## config.mk

```make
export PLATFORM = sky130hd
export DESIGN_NAME = uproc_control_fsm
export DESIGN_NICKNAME = d
export VERILOG_FILES = /design/src/rtl/uproc_pkg.sv /design/src/rtl/uproc_decode.sv /design/src/rtl/uproc_control_fsm.sv
export SDC_FILE = /design/constraint.sdc
export NUM_CORES = 1
export LEC_CHECK = 0
export CORE_MARGIN = 3
export CORE_UTILIZATION = 46
export DETAILED_ROUTE_END_ITERATION = 8
export HOLD_SLACK_MARGIN = 0.02
export PLACE_DENSITY_LB_ADDON = 0.3
export SLEW_MARGIN = 20
export SYNTH_ARGS = -nofsm -noshare
export SYNTH_HDL_FRONTEND = slang
export SYNTH_HIERARCHICAL = 1
export SYNTH_SLANG_ARGS = --single-unit
```

## constraint.sdc

```tcl
create_clock -name clk -period 2.9 [get_ports clk]
set_clock_uncertainty 0.15 [all_clocks]
set_input_delay 0.58 -clock clk [delete_from_list [all_inputs] [get_ports clk]]
set_output_delay 0.58 -clock clk [all_outputs]
set_load 0.02 [all_outputs]
```

## src/rtl/uproc_pkg.sv

```systemverilog
// Shared encodings for the nibble processor: opcodes, ALU functions, B-mux selects,
// controller phase and the decoded control bundle.
package uproc_pkg;

  localparam logic [3:0] OP_JC   = 4'h0;
  localparam logic [3:0] OP_JNC  = 4'h1;
  localparam logic [3:0] OP_CMPI = 4'h2;
  localparam logic [3:0] OP_CMPM = 4'h3;
  localparam logic [3:0] OP_LIT  = 4'h4;
  localparam logic [3:0] OP_IN   = 4'h5;
  localparam logic [3:0] OP_LD   = 4'h6;
  localparam logic [3:0] OP_JZ   = 4'h7;
  localparam logic [3:0] OP_ADDI = 4'h8;
  localparam logic [3:0] OP_ADDM = 4'h9;
  localparam logic [3:0] OP_JMP  = 4'hA;
  localparam logic [3:0] OP_OUT  = 4'hB;
  localparam logic [3:0] OP_NORI = 4'hC;
  localparam logic [3:0] OP_NORM = 4'hD;
  localparam logic [3:0] OP_ST   = 4'hE;
  localparam logic [3:0] OP_JNZ  = 4'hF;

  localparam logic [2:0] ALU_PASS_A = 3'b000;
  localparam logic [2:0] ALU_CMP    = 3'b001;
  localparam logic [2:0] ALU_PASS_B = 3'b010;
  localparam logic [2:0] ALU_ADD    = 3'b011;
  localparam logic [2:0] ALU_NOR    = 3'b100;

  localparam logic [1:0] BSEL_IMM = 2'b00;
  localparam logic [1:0] BSEL_RAM = 2'b01;
  localparam logic [1:0] BSEL_IN  = 2'b10;

  // EXEC and JADDR share one encoding; the opcode in ir tells them apart.
  localparam logic [0:0] PH_FETCH = 1'b0;
  localparam logic [0:0] PH_EXEC  = 1'b1;

  typedef struct packed {
    logic [2:0] alu_f;
    logic [1:0] b_sel;
    logic       acc_we;
    logic       ram_we;
    logic       out_we;
    logic       c_upd;
    logic       z_upd;
  } ctrl_t;

  function automatic logic is_jump(input logic [3:0] op);
    return (op == OP_JC) || (op == OP_JNC) || (op == OP_JZ) ||
           (op == OP_JMP) || (op == OP_JNZ);
  endfunction

endpackage

```

## src/rtl/uproc_decode.sv

```systemverilog
// Combinational instruction decode: ir and phase to ALU select, B mux, write
// enables and flag-update masks. Everything is zero outside an EXEC cycle.
module uproc_decode
  import uproc_pkg::*;
(
  input  logic [7:0] ir,
  input  logic       phase,
  output ctrl_t      ctrl
);

  always_comb begin
    ctrl = '0;
    if (phase == PH_EXEC) begin
      unique case (ir[7:4])
        OP_CMPI: begin ctrl.alu_f = ALU_CMP;    ctrl.b_sel = BSEL_IMM; ctrl.c_upd = 1'b1; end
        OP_CMPM: begin ctrl.alu_f = ALU_CMP;    ctrl.b_sel = BSEL_RAM; ctrl.c_upd = 1'b1; end
        OP_LIT:  begin ctrl.alu_f = ALU_PASS_B; ctrl.b_sel = BSEL_IMM; ctrl.acc_we = 1'b1; ctrl.z_upd = 1'b1; end
        OP_IN:   begin ctrl.alu_f = ALU_PASS_B; ctrl.b_sel = BSEL_IN;  ctrl.acc_we = 1'b1; ctrl.z_upd = 1'b1; end
        OP_LD:   begin ctrl.alu_f = ALU_PASS_B; ctrl.b_sel = BSEL_RAM; ctrl.acc_we = 1'b1; ctrl.z_upd = 1'b1; end
        OP_ADDI: begin
          ctrl.alu_f = ALU_ADD; ctrl.b_sel = BSEL_IMM; ctrl.acc_we = 1'b1;
          ctrl.c_upd = 1'b1;    ctrl.z_upd = 1'b1;
        end
        OP_ADDM: begin
          ctrl.alu_f = ALU_ADD; ctrl.b_sel = BSEL_RAM; ctrl.acc_we = 1'b1;
          ctrl.c_upd = 1'b1;    ctrl.z_upd = 1'b1;
        end
        OP_OUT:  begin ctrl.alu_f = ALU_PASS_A; ctrl.out_we = 1'b1; end
        OP_NORI: begin ctrl.alu_f = ALU_NOR;    ctrl.b_sel = BSEL_IMM; ctrl.acc_we = 1'b1; ctrl.z_upd = 1'b1; end
        OP_NORM: begin ctrl.alu_f = ALU_NOR;    ctrl.b_sel = BSEL_RAM; ctrl.acc_we = 1'b1; ctrl.z_upd = 1'b1; end
        OP_ST:   begin ctrl.alu_f = ALU_PASS_A; ctrl.ram_we = 1'b1; end
        default: ctrl = '0;
      endcase
    end
  end

endmodule

```

## src/rtl/uproc_control_fsm.sv

```systemverilog
// Two-clock fetch/execute controller for the nibble processor: owns PC, IR and
// the C/Z flags; the datapath enables come straight out of the decoder.
module uproc_control_fsm
  import uproc_pkg::*;
#(
  parameter int              PC_W     = 12,
  parameter logic [PC_W-1:0] RESET_PC = '0
) (
  input  logic            clk,
  input  logic            reset,
  input  logic            run,
  input  logic [7:0]      prog_byte,
  input  logic            alu_c_out,
  input  logic            alu_zero,
  output logic [PC_W-1:0] pc,
  output logic [7:0]      ir,
  output logic [2:0]      alu_f,
  output logic [1:0]      b_sel,
  output logic [3:0]      operand,
  output logic            acc_we,
  output logic            ram_we,
  output logic            out_we,
  output logic            carry_flag,
  output logic            zero_flag,
  output logic            phase
);

  ctrl_t           ctrl;
  logic            take;
  logic [PC_W-1:0] pc_inc;
  logic [PC_W-1:0] jmp_tgt;

  uproc_decode u_dec (
    .ir    (ir),
    .phase (phase),
    .ctrl  (ctrl)
  );

  // Decode depends only on registers, so async reset clears the enables at once.
  assign alu_f   = ctrl.alu_f;
  assign b_sel   = ctrl.b_sel;
  assign acc_we  = ctrl.acc_we;
  assign ram_we  = ctrl.ram_we;
  assign out_we  = ctrl.out_we;
  assign operand = ir[3:0];

  assign pc_inc  = pc + PC_W'(1);
  assign jmp_tgt = PC_W'({ir[3:0], prog_byte});

  always_comb begin
    unique case (ir[7:4])
      OP_JC:   take = carry_flag;
      OP_JNC:  take = ~carry_flag;
      OP_JZ:   take = zero_flag;
      OP_JNZ:  take = ~zero_flag;
      OP_JMP:  take = 1'b1;
      default: take = 1'b0;
    endcase
  end

  always_ff @(posedge clk or negedge reset) begin
    if (!reset) begin
      pc         <= RESET_PC;
      ir         <= '0;
      carry_flag <= 1'b0;
      zero_flag  <= 1'b0;
      phase      <= PH_FETCH;
    end else if (phase == PH_FETCH) begin
      if (run) begin
        ir    <= prog_byte;
        pc    <= pc_inc;
        phase <= PH_EXEC;
      end
    end else begin
      phase <= PH_FETCH;
      if (is_jump(ir[7:4])) pc <= take ? jmp_tgt : pc_inc;
      if (ctrl.c_upd) carry_flag <= alu_c_out;
      if (ctrl.z_upd) zero_flag  <= alu_zero;
    end
  end

endmodule
```

==> reports/summary.txt, run 1 <==
DP Area -> 1950 sq um
Post-synth EDFFs -> 0
Post-Syn Area -> 1510 sq um
Hold Path End -> pc[9]
gr usage total -> 19.4%
Hold Buf Count CTS -> 0
effective utilization at floorplan -> 48.7%
net count after synthesis -> 162
Antenna Cells -> 0
share of cells above drive strength 1 -> 18.7%
total CTS buffers -> 3
Filler cells -> 276
post-synth top area cell -> dfrtp_1
Slew @ Worst Pin -> 598 ps
yosys warns -> 6
status -> finished, final reports clean
PortBufs -> 47
max_cap viols -> 0
cell family with most CP delay -> buffers and inverters
Req. time, crit path -> 2170 ps
Worst setup SP type -> flip-flop
VDD IR max -> 485 uV
Top FF cell, synth -> dfrtp_1
Sink Count -> 23
worst hold path type -> flip-flop to flip-flop
hpwl dp -> 2690 um
most frequent cells in the layout -> 47 x clkdlybuf4s50_1, 20 x dfrtp_1, 17 x mux2_2
Worst R2R Start -> ir[6]
WP depth -> 3
clock-pin slew on the worst setup and hold paths -> 140 ps
CP Class -> flip-flop to output port
Die Span Y -> 63.3 um
Worst path max stage delay -> 610 ps
TritonCTS clock tree -> built
CP max stage cell -> clkdlybuf4s50_1
Synth async-reset ratio -> 100%
WHS Path Cells -> 1
synthesized area per cell -> 10.2 sq um
met1 wire length -> 1600 um
DIE AREA -> 4010 sq um
Post-Route WL -> 3720 um
Synth top area share -> 38.1%
max-slew violations -> 0
Pleak -> 0.767 nW
f_max -> 0.357 GHz
Finished Cell Area -> 1980 sq um
number of DRC markers in iteration 0 -> 66
first-pass GRT wire length -> 6400 um
top routing layer in use -> met4
DRC -> 0
final net count -> 202
crit path buf inv count -> 1
FF-to-FF End -> pc[11]
Tmin final -> 2800 ps
#FFs+latches synth -> 23
largest net degree at the start of global routing -> 24
final hold violation count -> 0
RSZ-0062 raised after global routing -> false
Cells after Synth -> 148
CTS Buffer Depth -> 2
via count -> 1356
metal2 WL -> 1880 um
Unique masters post-synth -> 44
Final setup viols -> 0
met3 WL -> 206 um
Slew HR -> 60.0%
most common cell after layout, fill and taps aside -> clkdlybuf4s50_1
Pwr per Cell Area -> 734 nW/um^2
DRT antenna net count -> 0
initial antenna violation count -> 0
setup TNS -> 0 ps
DRT Pass-1 Iters -> 4
die width -> 63.3 um
Critical Path AT -> 2070 ps
grt total ovfl -> 0
row count -> 20
worst skew pair latency -> 310 ps
Crit. Startpoint -> ir[6]
Hold Crit Start -> pc[9]
crit path capture type -> output port
WL/cell -> 16.1 um
vias in the first global route -> 1362
reg2reg setup slack -> 420 ps
GP Congestion -> 0.757
Placeable Area -> 3100 sq um
Area contributors post-synth -> dfrtp_1 38%, mux2_2 13%, o22a_1 4.1%, buf_4 3.5%, nand3_1 3.3%
Ports -> 48
sequential share of the synthesized area -> 38.1%
Area growth, synth to finish -> 31.2%
CTS H-Tree Depth -> 1
CTS Root Cell -> clkbuf_4
Max FO, Critical Path -> 13
cells along the critical path -> nor4bb_1 > o31a_1 > clkdlybuf4s50_1
r2r worst-path depth -> 5
Vias/cell -> 5.87
Tcrit/Tclk final -> 96.5%
stage by stage:
step           setup slack [ps]  util [%]  power [mW]  hold WS, ps  std cells
3_3_place_gp                485      62.8        1.28          349        227
2_1_floorplan               644         -       0.980          134        148
6_report                    102      63.9        1.46          384        231
3_5_place_dp                420      62.8        1.30          355        227
4_1_cts                    37.9      63.8        1.46          389        231
5_1_grt                    4.57      63.9        1.54          428        231
kinds of logic after synthesis:
kind of cell    Yosys count  synth area share (%)
xor+xnor                  4                  2.32
compound gates           32                  17.1
fa+ha+maj                 1                 0.828
mux                      19                  14.0
buf+inv                  19                  8.03
simple gates             50                  19.6
flops                    23                  38.1
worst max path at each step:
| stage | endpoint | slack (ps) |
|---|---|---|
| after detailed placement | b_sel[0] | 420 |
| final | b_sel[0] | 100 |
| after global routing | b_sel[0] | 5 |
| after floorplan | pc[7] | 640 |
| after CTS | b_sel[0] | 40 |
| after global placement | b_sel[0] | 480 |
routing by layer:
layer,GRT usage [%],vias to the layer above
li1,-,629
met1,25.8,674
met2,31.6,49
met3,3.57,4
met4,6.47,0
met5,0,-
power breakdown:
part | internal (mW) | switching, mW | total, mW | leakage, nW
clock | 0.0526 | 0.101 | 0.153 | 0.0139
combinational | 0.373 | 0.341 | 0.714 | 0.484
sequential | 0.426 | 0.163 | 0.589 | 0.269
total | 0.851 | 0.605 | 1.46 | 0.767
worst reg2reg max path, cell delays in order (launching register included):
cell      delay (ps)
dfrtp_1          650
and4bb_1         360
o31a_4           410
o21ai_4          230
mux2_2           400
o22a_1           190
cell type report:
cell class              instances  area [sq um]  share of cell area (%)
inverters                       5          18.8                   0.946
well taps                      44          55.1                    2.78
flip-flops and latches         23           579                    29.2
multi-input cells             106           815                    41.1
clock inverters                 1          7.51                   0.379
repair buffers                 49           485                    24.5
clock buffers                   3          22.5                    1.14
repair_timing:
| item | CTS | global route |
|---|---|---|
| resized for setup | 0 | 3 |
| endpoints found under the setup margin | 0 | 1 |
| setup buffers | 0 | 0 |
cell usage after synthesis, types with 2 or more instances:
cell type and count:
a21oi_1 6, nor3_1 3, dfrtp_1 23, nand3_1 10, xor2_1 2, buf_6 3, a22o_1 2, o221a_2 2
clkbuf_1 2, nor3b_1 3, inv_1 5, and3_1 7, mux2_2 17, mux2i_1 2, and2_1 2, o21ai_0 3
nor2_1 5, o22a_1 7, xnor2_1 2, buf_4 7, nand2_1 12
sequential cells by signal, indices dropped and copies added, names as in the netlist:
| register | count |
|---|---|
| carry_flag | 1 |
| ir | 8 |
| pc | 12 |
| phase | 1 |
| zero_flag | 1 |
(Power assumes the default switching activity.)
==> run 2, diff against run 1 <==
CAP_MARGIN = 20   (was unset)
==> results of run 2 <==
No change in the layout: final DEF, timing and power equal those of run 1.
